<file path="src/rtl/key_event_pkg.sv">
// Shared types and default parameters for the debounced key-event queue.
// The qualifier state names are used by key_event_fifo.
package key_event_pkg;

    typedef logic [3:0] key_code_t;

    typedef enum logic [1:0] {
        IDLE         = 2'd0,
        PRESS_QUAL   = 2'd1,
        HELD         = 2'd2,
        RELEASE_QUAL = 2'd3
    } qual_state_e;

    localparam int unsigned DEFAULT_STABLE_CYCLES = 4;
    localparam int unsigned DEFAULT_DEPTH         = 4;

endpackage

</file>
<file path="src/rtl/key_fifo.sv">
// First-word-fall-through queue of key codes: the head entry is visible on data_o
// whenever the queue is non-empty. A push while full is accepted only alongside a pop.
module key_fifo
    import key_event_pkg::*;
#(
    parameter  int unsigned DEPTH = DEFAULT_DEPTH,
    localparam int unsigned PTR_W = $clog2(DEPTH),
    localparam int unsigned CNT_W = PTR_W + 1
) (
    input  logic             clk,
    input  logic             rst,
    input  logic             push_i,
    input  logic             pop_i,
    input  key_code_t        data_i,
    output key_code_t        data_o,
    output logic [CNT_W-1:0] count_o,
    output logic             full_o,
    output logic             empty_o
);

    logic [PTR_W-1:0] wrPtr_q, wrPtr_d;
    logic [PTR_W-1:0] rdPtr_q, rdPtr_d;
    logic [CNT_W-1:0] count_q, count_d;
    key_code_t        mem_q [DEPTH];
    logic             doPush;
    logic             doPop;

    assign empty_o = (count_q == '0);
    assign full_o  = (count_q == CNT_W'(DEPTH));
    assign doPop   = pop_i && !empty_o;
    // When full, the slot being written is the one the pop just released.
    assign doPush  = push_i && (!full_o || doPop);

    always_comb begin
        wrPtr_d = wrPtr_q;
        rdPtr_d = rdPtr_q;
        count_d = count_q;
        if (doPush) begin
            wrPtr_d = wrPtr_q + PTR_W'(1);
        end
        if (doPop) begin
            rdPtr_d = rdPtr_q + PTR_W'(1);
        end
        case ({doPush, doPop})
            2'b10:   count_d = count_q + CNT_W'(1);
            2'b01:   count_d = count_q - CNT_W'(1);
            default: count_d = count_q;
        endcase
    end

    always_ff @(posedge clk) begin
        if (rst) begin
            wrPtr_q <= '0;
            rdPtr_q <= '0;
            count_q <= '0;
        end else begin
            wrPtr_q <= wrPtr_d;
            rdPtr_q <= rdPtr_d;
            count_q <= count_d;
        end
    end

    always_ff @(posedge clk) begin
        if (doPush) begin
            mem_q[wrPtr_q] <= data_i;
        end
    end

    assign data_o  = empty_o ? key_code_t'(4'h0) : mem_q[rdPtr_q];
    assign count_o = count_q;

endmodule

</file>
<file path="src/rtl/key_event_fifo.sv">
// Debounces keypad presses into one event per physical press and queues the codes
// for a consumer; a sticky flag records any event lost to a full queue.
module key_event_fifo
    import key_event_pkg::*;
#(
    parameter int unsigned STABLE_CYCLES = DEFAULT_STABLE_CYCLES,
    parameter int unsigned DEPTH         = DEFAULT_DEPTH
) (
    input  logic                     clk,
    input  logic                     rst,
    input  logic [3:0]               buttonBus,
    input  logic                     pressed,
    input  logic                     evt_ready,
    output logic                     evt_valid,
    output logic [3:0]               evt_code,
    output logic [$clog2(DEPTH):0]   fifo_count,
    output logic                     overflow,
    input  logic                     clr_overflow
);

    qual_state_e state_q, state_d;
    logic [7:0]  sampleCnt_q, sampleCnt_d;
    key_code_t   cand_q, cand_d;
    logic        overflow_q, overflow_d;
    logic        keyDown;
    logic        lastSample;
    logic        pushEvt;
    logic        popEvt;
    logic        fifoFull;
    logic        fifoEmpty;
    key_code_t   headCode;

    // The scanner drives pressed low while a key is held.
    assign keyDown    = !pressed;
    assign lastSample = (sampleCnt_q + 8'd1) == 8'(STABLE_CYCLES);

    always_comb begin
        state_d     = state_q;
        sampleCnt_d = sampleCnt_q;
        cand_d      = cand_q;
        pushEvt     = 1'b0;
        case (state_q)
            IDLE: begin
                if (keyDown) begin
                    state_d     = PRESS_QUAL;
                    cand_d      = buttonBus;
                    sampleCnt_d = 8'd1;
                end
            end
            PRESS_QUAL: begin
                if (!keyDown) begin
                    state_d = IDLE;
                end else if (buttonBus != cand_q) begin
                    cand_d      = buttonBus;
                    sampleCnt_d = 8'd1;
                end else begin
                    sampleCnt_d = sampleCnt_q + 8'd1;
                    if (lastSample) begin
                        pushEvt = 1'b1;
                        state_d = HELD;
                    end
                end
            end
            HELD: begin
                if (!keyDown) begin
                    state_d     = RELEASE_QUAL;
                    sampleCnt_d = 8'd1;
                end
            end
            RELEASE_QUAL: begin
                if (keyDown) begin
                    state_d = HELD;
                end else begin
                    sampleCnt_d = sampleCnt_q + 8'd1;
                    if (lastSample) begin
                        state_d = IDLE;
                    end
                end
            end
            default: state_d = IDLE;
        endcase
    end

    assign popEvt = evt_valid && evt_ready;

    // A drop sets the flag even if a clear arrives in the same cycle.
    always_comb begin
        overflow_d = overflow_q;
        if (pushEvt && fifoFull && !popEvt) begin
            overflow_d = 1'b1;
        end else if (clr_overflow) begin
            overflow_d = 1'b0;
        end
    end

    always_ff @(posedge clk) begin
        if (rst) begin
            state_q     <= IDLE;
            sampleCnt_q <= 8'd0;
            cand_q      <= 4'h0;
            overflow_q  <= 1'b0;
        end else begin
            state_q     <= state_d;
            sampleCnt_q <= sampleCnt_d;
            cand_q      <= cand_d;
            overflow_q  <= overflow_d;
        end
    end

    key_fifo #(
        .DEPTH (DEPTH)
    ) u_fifo (
        .clk     (clk),
        .rst     (rst),
        .push_i  (pushEvt),
        .pop_i   (popEvt),
        .data_i  (cand_q),
        .data_o  (headCode),
        .count_o (fifo_count),
        .full_o  (fifoFull),
        .empty_o (fifoEmpty)
    );

    assign evt_valid = !fifoEmpty;
    assign evt_code  = headCode;
    assign overflow  = overflow_q;

endmodule

</file>
<file path="config.mk">
export PLATFORM = sky130hd
export DESIGN_NAME = key_event_fifo
export DESIGN_NICKNAME = d
export VERILOG_FILES = /design/src/rtl/key_event_pkg.sv /design/src/rtl/key_fifo.sv /design/src/rtl/key_event_fifo.sv
export SDC_FILE = /design/constraint.sdc
export NUM_CORES = 1
export LEC_CHECK = 0
export ABC_AREA = 1
export BUFFER_PORTS_ARGS = -buffer_cell sky130_fd_sc_hd__buf_2
export CAP_MARGIN = 5
export CORE_MARGIN = 2
export CORE_UTILIZATION = 40
export DETAILED_ROUTE_END_ITERATION = 7
export GPL_ROUTABILITY_DRIVEN = 0
export PLACE_DENSITY = 0.56
export SLEW_MARGIN = 20
export SYNTH_ARGS = -nofsm -noshare
export SYNTH_HDL_FRONTEND = slang
export SYNTH_SLANG_ARGS = --single-unit
</file>
<file path="constraint.sdc">
create_clock -name clk -period 2.4 [get_ports clk]
set_input_delay 0.48 -clock clk [delete_from_list [all_inputs] [get_ports clk]]
set_output_delay 0.48 -clock clk [all_outputs]
set_load 0.01 [all_outputs]
</file>
Word level (Yosys, flattened, before mapping)
Memory sizes are Yosys's and may differ from the RTL's. A register that Yosys moved wholly into a read port is not among the register bits.
Index checks and enable logic that the tools add are counted.
{"block": "op_classes", "addsub": 5, "multipliers": 0, "div_mod_pow": 0, "order_cmp": 0, "eq_ne": 16, "shift": 0, "muxes": 30, "n_bitwise": 0, "reduce_logical": 17}
{"op": "$mux 8", "count": 5}
{"op": "$pmux 8 s4", "count": 1}
{"op": "$mux 2", "count": 9}
{"op": "$mux 4", "count": 4}
{"op": "$ne 2x2->1 const B", "count": 5}
{"op": "$ne 3x3->1 const B", "count": 3}
{"op": "$add 8x1->8 const B", "count": 1}
{"op": "$eq 8x3->1 const B", "count": 1}
{"op": "$mux 1", "count": 8}
{"op": "$pmux 2 s4", "count": 1}
{"op": "$pmux 4 s2", "count": 1}
{"op": "$reduce_and 4->1", "count": 2}
{"op": "$eq 2x2->1 const B", "count": 3}
{"op": "$pmux 3 s2", "count": 1}
{"op": "$reduce_bool 2->1", "count": 3}
{"op": "$logic_and 1x1->1", "count": 5}
{"op": "$reduce_and 5->1", "count": 1}
{"op": "$add 2x1->2 const B", "count": 2}
{"op": "$eq 2x1->1 const B", "count": 2}
{"op": "$ne 4x4->1", "count": 1}
{"op": "$add 3x1->3 const B", "count": 1}
{"op": "$eq 3x3->1 const B", "count": 1}
{"op": "$logic_not 1->1", "count": 3}
{"op": "$logic_not 3->1", "count": 1}
{"op": "3 further kinds", "count": 3}
{"block": "totals", "reg_bits": 22, "latchBits": 0, "ramBits": 16, "romBits": 0, "output_inout_bits": 9, "mem_count": 1}
{"name": "u_fifo.mem_q", "words": 4, "width": 4, "read_ports": 1, "rd_ports_with_merged_regs": 1, "write_ports": 1, "line_no": "key_fifo.sv:24", "text": "key_code_t mem_q [DEPTH];"}

Depth between registers and ports, before layout
Gate-level depths: netlist (run 1).
{"block": "logic_depth", "depth_word": 9, "mapped_depth": 16, "depth_no_buf": 16}

Hierarchy
Synthesis (run 1) repeated with hierarchy kept, for this count alone.
{"block": "hier_totals", "cells_unflattened": 275, "area_unflattened_um2": 2068.2}
{"mod": "key_fifo", "instances": 1, "cells_each": 121, "area_per_inst_um2": 1139.8, "seq_area_each_um2": 660.6}
{"mod": "key_event_fifo", "instances": 1, "cells_each": 154, "area_per_inst_um2": 928.4, "seq_area_each_um2": 300.3}

Worst setup path after synthesis (run 1)
Ideal clock, no wire load.
{"block": "synth_path", "kind": "register to register", "start": "register sampleCnt_q[0]", "end": "register u_fifo.count_q[2], in the netlist u_fifo.count_o[2]", "arrival_ps": 2116, "required_time_ps": 2278, "path_slack_ps": 161, "stages_incl_launch_ff": 17, "path_buffers": 0, "synth_period_minus_slack_ps": 2239, "path_cell_list": "dfxtp_1 -> ha_1 -> nand2_1 -> nor2_1 -> nand2_1 -> nand2_1 -> nand2_1 -> nand3_2 -> nor2_4 -> nand4_4 -> ha_1 -> inv_1 -> fa_1 -> a21oi_1 -> o21ai_0 -> o21ai_0 -> a21oi_1"}
{"block": "synth_between", "elab_chain_cells": 9, "word_cells_on_any_way": 11, "cone_classes": "add/sub (1); eq/ne (3); mux (5); reduce/logical (2)"}
{"element": "start, declared", "line_no": "key_event_fifo.sv:22", "text": "logic [7:0] sampleCnt_q, sampleCnt_d;"}
{"element": "start signal, assigned", "line_no": "key_event_fifo.sv:104", "text": "sampleCnt_q <= sampleCnt_d;"}
{"element": "$add 8x1->8 *", "line_no": "key_event_fifo.sv:35", "text": "assign lastSample = (sampleCnt_q + 8'd1) == 8'(STABLE_CYCLES);"}
{"element": "$eq 8x3->1 *", "line_no": "key_event_fifo.sv:35"}
{"element": "$mux 1 *", "line_no": "key_event_fifo.sv:58", "text": "if (lastSample) begin"}
{"element": "$mux 1 *", "line_no": "key_event_fifo.sv:53", "text": "end else if (buttonBus != cand_q) begin"}
{"element": "$mux 1 *", "line_no": "key_event_fifo.sv:51", "text": "if (!keyDown) begin"}
{"element": "$mux 1 *", "line_no": "key_event_fifo.sv:42", "text": "case (state_q)"}
{"element": "$logic_and 1x1->1 *", "line_no": "key_fifo.sv:32", "text": "assign doPush = push_i && (!full_o || doPop);"}
{"element": "$eq 2x1->1 or $eq 2x2->1 (tied branches)", "line_no": "key_fifo.sv:44", "text": "case ({doPush, doPop})"}
{"element": "$pmux 3 s2 or $reduce_bool 2->1 (tied branches)"}
{"element": "end signal, assigned", "line_no": "key_fifo.sv:59", "text": "count_q <= count_d;"}
{"element": "end, declared", "line_no": "key_fifo.sv:23", "text": "logic [CNT_W-1:0] count_q, count_d;"}
Mark *: on every way between the ends. The rest lies on a longest branch, timed or not.
A chain may end at the register's enable or synchronous reset.

Worst setup path in the final report (run 1)
{"block": "layout_path", "start": "register sampleCnt_q[1]", "end": "register u_fifo.count_q[2], in the netlist u_fifo.count_o[2]"}
Same word-level chain as after synthesis.

==> flow_summary.json, run 1 <==
{
  "p_per_area_nw_per_um2": 602,
  "max_cap_violations": 0,
  "hold_path_class": "input pin to flop",
  "crit_start": "sampleCnt_q[1]$_SDFFE_PP0P_",
  "yosys.area_share.adder": 0.0469,
  "synth_top_family_by_area": "simple AND/OR/NAND/NOR gates",
  "grt_use_total": 0.142,
  "drc": 0,
  "setup_slack_ps": 175,
  "tns_ps": 0,
  "grt_use_met2": 0.234,
  "synth.largest_area_cell": "dfxtp_1",
  "p_leak_nw": 0.968,
  "root_buffer": "clkbuf_8",
  "endpoint_kind": "flop",
  "cp_data_arrival_time_ps": 2400,
  "irDropWorstVdd_mv": 0.396,
  "worstSetupStartpointType": "flop",
  "ys_warn_count": 0,
  "relSlewSlack": 0.660,
  "clk_pin_slew_ps": 80,
  "cts_resized": 0,
  "core_um2": 4820,
  "cts_sinks": 40,
  "cts_post_setup_buffers_inserted": 0,
  "ys_seq_area_frac": 0.473,
  "io_buffers": 17,
  "critical_path_class": "flop to flop",
  "ios": 18,
  "cts_tree": "done",
  "dieHeight_um": 75.2,
  "clock_latency_ps": 290,
  "dpl.hpwl_um": 2930,
  "synthCells": 256,
  "grt_max_degree": 18,
  "final_common_cell": "nand2_1",
  "synthMuxAreaShare": 0,
  "timing.rr.start": "sampleCnt_q[1]$_SDFFE_PP0P_",
  "fin_crit_ps": 2230,
  "ant_nets": 0,
  "grt_use_met3": 0.0442,
  "synth_compound_area_frac": 0.113,
  "first_pass_iters": 4,
  "slowest_stage": "dfxtp_2",
  "top_usage_layer": "met2",
  "postPlaceCellArea_um2": 2190,
  "grt_overflow": 0,
  "htreeDepth": 2,
  "preCtsSetupSlack_ps": 102,
  "synth-xor-area-share": 0.0216,
  "syn_to_final_growth_pct": 14.5,
  "cpPeakStageDelay_ps": 380,
  "setup_viol": 0,
  "netlist-cell-type-count": 28,
  "numCtsBuffers": 5,
  "most-common-layout-cells": "nand2_1 (49), nor2_1 (44), inv_1 (35)",
  "grt_pass1_wl_um": 6100,
  "num_vias": 1618,
  "synth-seq-cells": 40,
  "first_global_vias": 1376,
  "die_x_um": 75.2,
  "finalClockSkew_ps": 8.12,
  "grt_use_met1": 0.187,
  "final_nets": 295,
  "initial_core_util": 0.421,
  "drt-initial-drc-count": 78,
  "worst_pin_slew_ps": 509,
  "placed_cells": 339,
  "num_rows": 25,
  "ctsLongestPathBuffers": 2,
  "ctsHoldBuffers": 0,
  "cp_top_family": "adder cells",
  "finalWirelength_um": 3890,
  "max_freq_ghz": 0.449,
  "worst_ep_required_time_ps": 2580,
  "fill_cells": 504,
  "die-area_um2": 5660,
  "hold_path.startpoint": "clr_overflow",
  "slew_violations": 0,
  "finalHoldViolCount": 0,
  "syn_area_um2": 2030,
  "crit_path_frequent_cell": "nand2_1",
  "whs_ps": 431,
  "drive_above_1_share": 0.168,
  "synth_simple_gate_area_frac": 0.264,
  "via_per_inst": 4.66,
  "antenna_found_initial": 0,
  "synth_top_area_frac": 0.237,
  "period_share": 0.927,
  "cp_cell_sequence": "ha_4, nand2_1, nor2_1, nand2_1, nand2_1, nand2_1, nand3_2, nor2_4, nand4_4, ha_1, inv_2, fa_1, a21oi_1, o21ai_1, o21ai_1, a21oi_1",
  "final_area_um2": 2320,
  "cp_max_fo": 4,
  "synth.net_count": 272,
  "avgSynthCellArea_um2": 7.93,
  "crit_buf_inv": 1,
  "n_antenna_cell": 0,
  "wl_per_cell_um": 11.2,
  "synthTopCellsByArea": "dfxtp_1 (24%), edfxtp_1 (24%), nand2_1 (9.1%)",
  "final_cells": 347,
  "status": "complete, no violations"
}
==> path summary, 6_finish.rpt <==
| check | slack (ps) | endpoint | cells after the start |
|---|---|---|---|
| worst min register to register | 470 | overflow$_SDFFE_PP0P_ | 2 |
| worst max register to register | 170 | u_fifo.count_o[2]$_SDFFE_PP0P_ | 16 |
| worst max-delay path | 170 | u_fifo.count_o[2]$_SDFFE_PP0P_ | 16 |
| worst min-delay path | 430 | overflow$_SDFFE_PP0P_ | 4 |
==> per-layer routing <==
layer / up-vias / wire, µm / share of wire
met5: - / 0 / 0
met4: 0 / 26 / 0.0067
met3: 4 / 101 / 0.026
met2: 15 / 1840 / 0.47
met1: 737 / 1920 / 0.49
li1: 862 / - / -
==> kinds of logic (layout without fill, tap and decap cells) <==
kind of cell | count (synthesis) | count (layout)
and+or+nand+nor | 119 | 119
AOI/OAI and AO/OA | 44 | 44
buffers and inverters | 41 | 65
DFF | 40 | 40
adders and majority gates | 7 | 7
xor gates and xnor gates | 5 | 5
==> worst register-to-register path: stages (launching register included) <==
cell     delay, ps
dfxtp_2        380
ha_4           170
nand2_1         70
nor2_1         100
nand2_1         70
nand2_1         60
nand2_1         50
nand3_2         90
nor2_4          60
nand4_4         60
ha_1           160
inv_2           50
fa_1           370
a21oi_1        140
o21ai_1        100
o21ai_1        140
a21oi_1         50
==> per-stage QoR <==
stage	total power, mW	util
after floorplan	0.837	-
after global placement	0.869	0.455
after detailed placement	0.870	0.455
after CTS	1.41	0.478
after global routing	1.46	0.483
final	1.40	0.483
==> flip-flops by register name, indices dropped and copies added, names as in the netlist, named ones only <==
signal,count
sampleCnt_q,8
u_fifo.count_o,3
u_fifo.mem_q,16
overflow,1
cand_q,4
state_q,1
u_fifo.rdPtr_q,2
u_fifo.wrPtr_q,2
==> report_power, final <==
part / switching (mW) / leakage (nW) / total (mW) / internal [mW]
clock network: 0.233 / 0.0541 / 0.541 / 0.308
registers: 0.0230 / 0.342 / 0.749 / 0.726
logic: 0.0694 / 0.572 / 0.110 / 0.0404
total: 0.326 / 0.968 / 1.40 / 1.07
==> cell usage after synthesis (all sizes together) <==
cell	instances
dfxtp	24
inv	38
or2	1
edfxtp	16
buf	2
o211ai	3
xor2	5
nand3b	1
fa	1
nor2	50
a21oi	19
nand2	54
nand4	3
nor3	1
a31oi	1
nand3	9
clkbuf	1
ha	6
o21ai	21
==> layout make-up <==
| type | count | area [µm²] | area share |
|---|---|---|---|
| clock buffers | 5 | 68.8 | 0.0296 |
| clock inverters | 3 | 42.5 | 0.0183 |
| inverters | 38 | 145 | 0.0624 |
| multi-input cells | 175 | 921 | 0.396 |
| flip-flops and latches | 40 | 963 | 0.414 |
| well taps | 67 | 83.8 | 0.0361 |
| repair buffers | 19 | 100 | 0.0431 |
(Power assumes the default switching activity.)
==> inputs of run 2 (changes only) <==
Settings changed: PLACE_DENSITY 0.56 to 0.54, SETUP_SLACK_MARGIN set to 0.2.
Clock period 2.4 ns to 2.7 ns, I/O delays scaled along.
==> run 2 against run 1 <==
Sequential share of layout area increased by 0.54 points. Design area decreased by 1.0%. Clock-buffer cell count increased by 1. Critical path type unchanged. Largest power group unchanged.
==> flow_summary.json, run 2 (synthesis gave the netlist of run 1 again) <==
{
  "final_common_cell": "nand2_1",
  "p_per_area_nw_per_um2": 514,
  "grt_pass1_wl_um": 6450,
  "cp_max_fo": 6,
  "dpl.hpwl_um": 2940,
  "endpoint_kind": "flop",
  "period_share": 0.825,
  "r2r_cells": 16,
  "clock_latency_ps": 290,
  "most-common-layout-cells": "nand2_1 (49), nor2_1 (44), inv_1 (36)",
  "fill_cells": 508,
  "holdPathStages": 2,
  "via_per_inst": 4.58,
  "relSlewSlack": 0.641,
  "cts_tree": "done",
  "root_buffer": "clkbuf_8",
  "grt_overflow": 0,
  "syn_to_final_growth_pct": 13.4,
  "whs_ps": 467,
  "worst_pin_slew_ps": 538,
  "final_cells": 346,
  "irDropWorstVdd_mv": 0.271,
  "grt_max_degree": 18,
  "worstSetupStartpointType": "flop",
  "drt-initial-drc-count": 80,
  "setup_viol": 0,
  "final_nets": 294,
  "initial_core_util": 0.421,
  "cp_data_arrival_time_ps": 2410,
  "num_vias": 1583,
  "reg2reg_to": "u_fifo.count_o[2]$_SDFFE_PP0P_",
  "critical_path_class": "flop to flop",
  "hold_path_class": "flop to flop",
  "cts_sinks": 40,
  "finalClockSkew_ps": 6.53,
  "first_global_vias": 1399,
  "wl_per_cell_um": 11.5,
  "ios": 18,
  "finalHoldViolCount": 0,
  "ctsLongestPathBuffers": 2,
  "status": "complete, no violations",
  "finalWirelength_um": 3980,
  "clk_pin_slew_ps": 80,
  "n_antenna_cell": 0,
  "top_regs": "u_fifo.mem_q x16, sampleCnt_q x8, cand_q x4",
  "slew_violations": 0,
  "drc": 0,
  "tns_ps": 0,
  "core_um2": 4820,
  "ctsHoldBuffers": 0,
  "p_leak_nw": 0.954,
  "num_rows": 25,
  "rsz0062_at_grt": "no",
  "timing.rr.start": "sampleCnt_q[0]$_SDFFE_PP0P_",
  "grt_use_total": 0.153,
  "ant_nets": 0,
  "worst_ep_required_time_ps": 2880,
  "max_cap_violations": 0,
  "largest_reg_flops": 16,
  "max_freq_ghz": 0.449,
  "placed_cells": 337,
  "top_register": "u_fifo.mem_q",
  "antenna_found_initial": 0,
  "drive_above_1_share": 0.158,
  "die-area_um2": 5660,
  "hold_path.startpoint": "u_fifo.rdPtr_q[1]$_SDFFE_PP0P_",
  "rrSetupSlack_ps": 470,
  "numCtsBuffers": 5,
  "total_power_mw": 1.18,
  "htreeDepth": 2,
  "die_x_um": 75.2,
  "dieHeight_um": 75.2,
  "min_to": "u_fifo.rdPtr_q[1]$_SDFFE_PP0P_",
  "first_pass_iters": 4,
  "fin_crit_ps": 2230,
  "io_buffers": 17
}
-- run 2: cell count changes in the layout (fill, tap and decap cells not counted), sizes merged --
cell and delta:
clkinvlp +1, buf -1, clkbuf +1, bufinv -1, clkinv -1
-- run 2: worst max-delay path by stage --
stage                                      from                        endpoint  slack, ps  depth (start not counted)
finish              sampleCnt_q[0]$_SDFFE_PP0P_  u_fifo.count_o[2]$_SDFFE_PP0P_        470                         16
global route        sampleCnt_q[0]$_SDFFE_PP0P_  u_fifo.count_o[2]$_SDFFE_PP0P_        260                         16
CTS                 sampleCnt_q[0]$_SDFFE_PP0P_  u_fifo.count_o[1]$_SDFFE_PP0P_        250                         14
detailed placement  sampleCnt_q[0]$_SDFFE_PP0P_  u_fifo.count_o[1]$_SDFFE_PP0P_        280                         14
global placement                   buttonBus[1]  u_fifo.count_o[1]$_SDFFE_PP0P_        310                         12
floorplan           sampleCnt_q[0]$_SDFFE_PP0P_  u_fifo.count_o[2]$_SDFFE_PP0P_        460                         16
-- run 2: metrics by stage --
| step | area, µm² | setup slack [ps] | util |
|---|---|---|---|
| floorplan | 2030 | 461 | - |
| global placement | 2180 | 312 | 0.452 |
| detailed placement | 2180 | 282 | 0.452 |
| CTS | 2280 | 251 | 0.472 |
| global route | 2300 | 257 | 0.478 |
| finish | 2300 | 474 | 0.478 |
-- run 2: where the power goes --
part | switching (mW) | internal, mW
Sequential | 0.0217 | 0.645
Clock | 0.215 | 0.207
Combinational | 0.0604 | 0.0334
-- run 2: worst max-delay path: stages (launching register included) --
cell and delay [ps]:
dfxtp_4 390, ha_4 150, nand2_1 60, nor2_1 90, nand2_1 70, nand2_1 60, nand2_1 50, nand3_2 90
nor2_4 50, nand4_4 90, ha_1 140, inv_1 70, fa_1 380, a21oi_1 150, o21ai_0 110, o21ai_0 150
a21oi_1 50
-- run 2: timing repair --
item                                   in CTS  in global routing
setup buffers                               0                  1
resized for setup                           0                  5
endpoints found under the hold margin       0                  0
setup endpoints to repair                   0                  2
-- run 2: cell type report --
type | count | area, µm² | area share
clock buffers | 6 | 82.6 | 0.0359
clock inverters | 2 | 15.0 | 0.00653
inverters | 38 | 145 | 0.0631
multi-input cells | 175 | 916 | 0.398
flip-flops and latches | 40 | 966 | 0.420
well taps | 67 | 83.8 | 0.0364
repair buffers | 18 | 92.6 | 0.0402
-- run 2: routing by layer --
metal / global-route usage / vias to the layer above / wire length, µm
met5: 0 / - / 0
met4: 0.0526 / 0 / 22
met3: 0.0361 / 2 / 157
met2: 0.242 / 20 / 1790
met1: 0.206 / 706 / 2010
li1: - / 855 / -
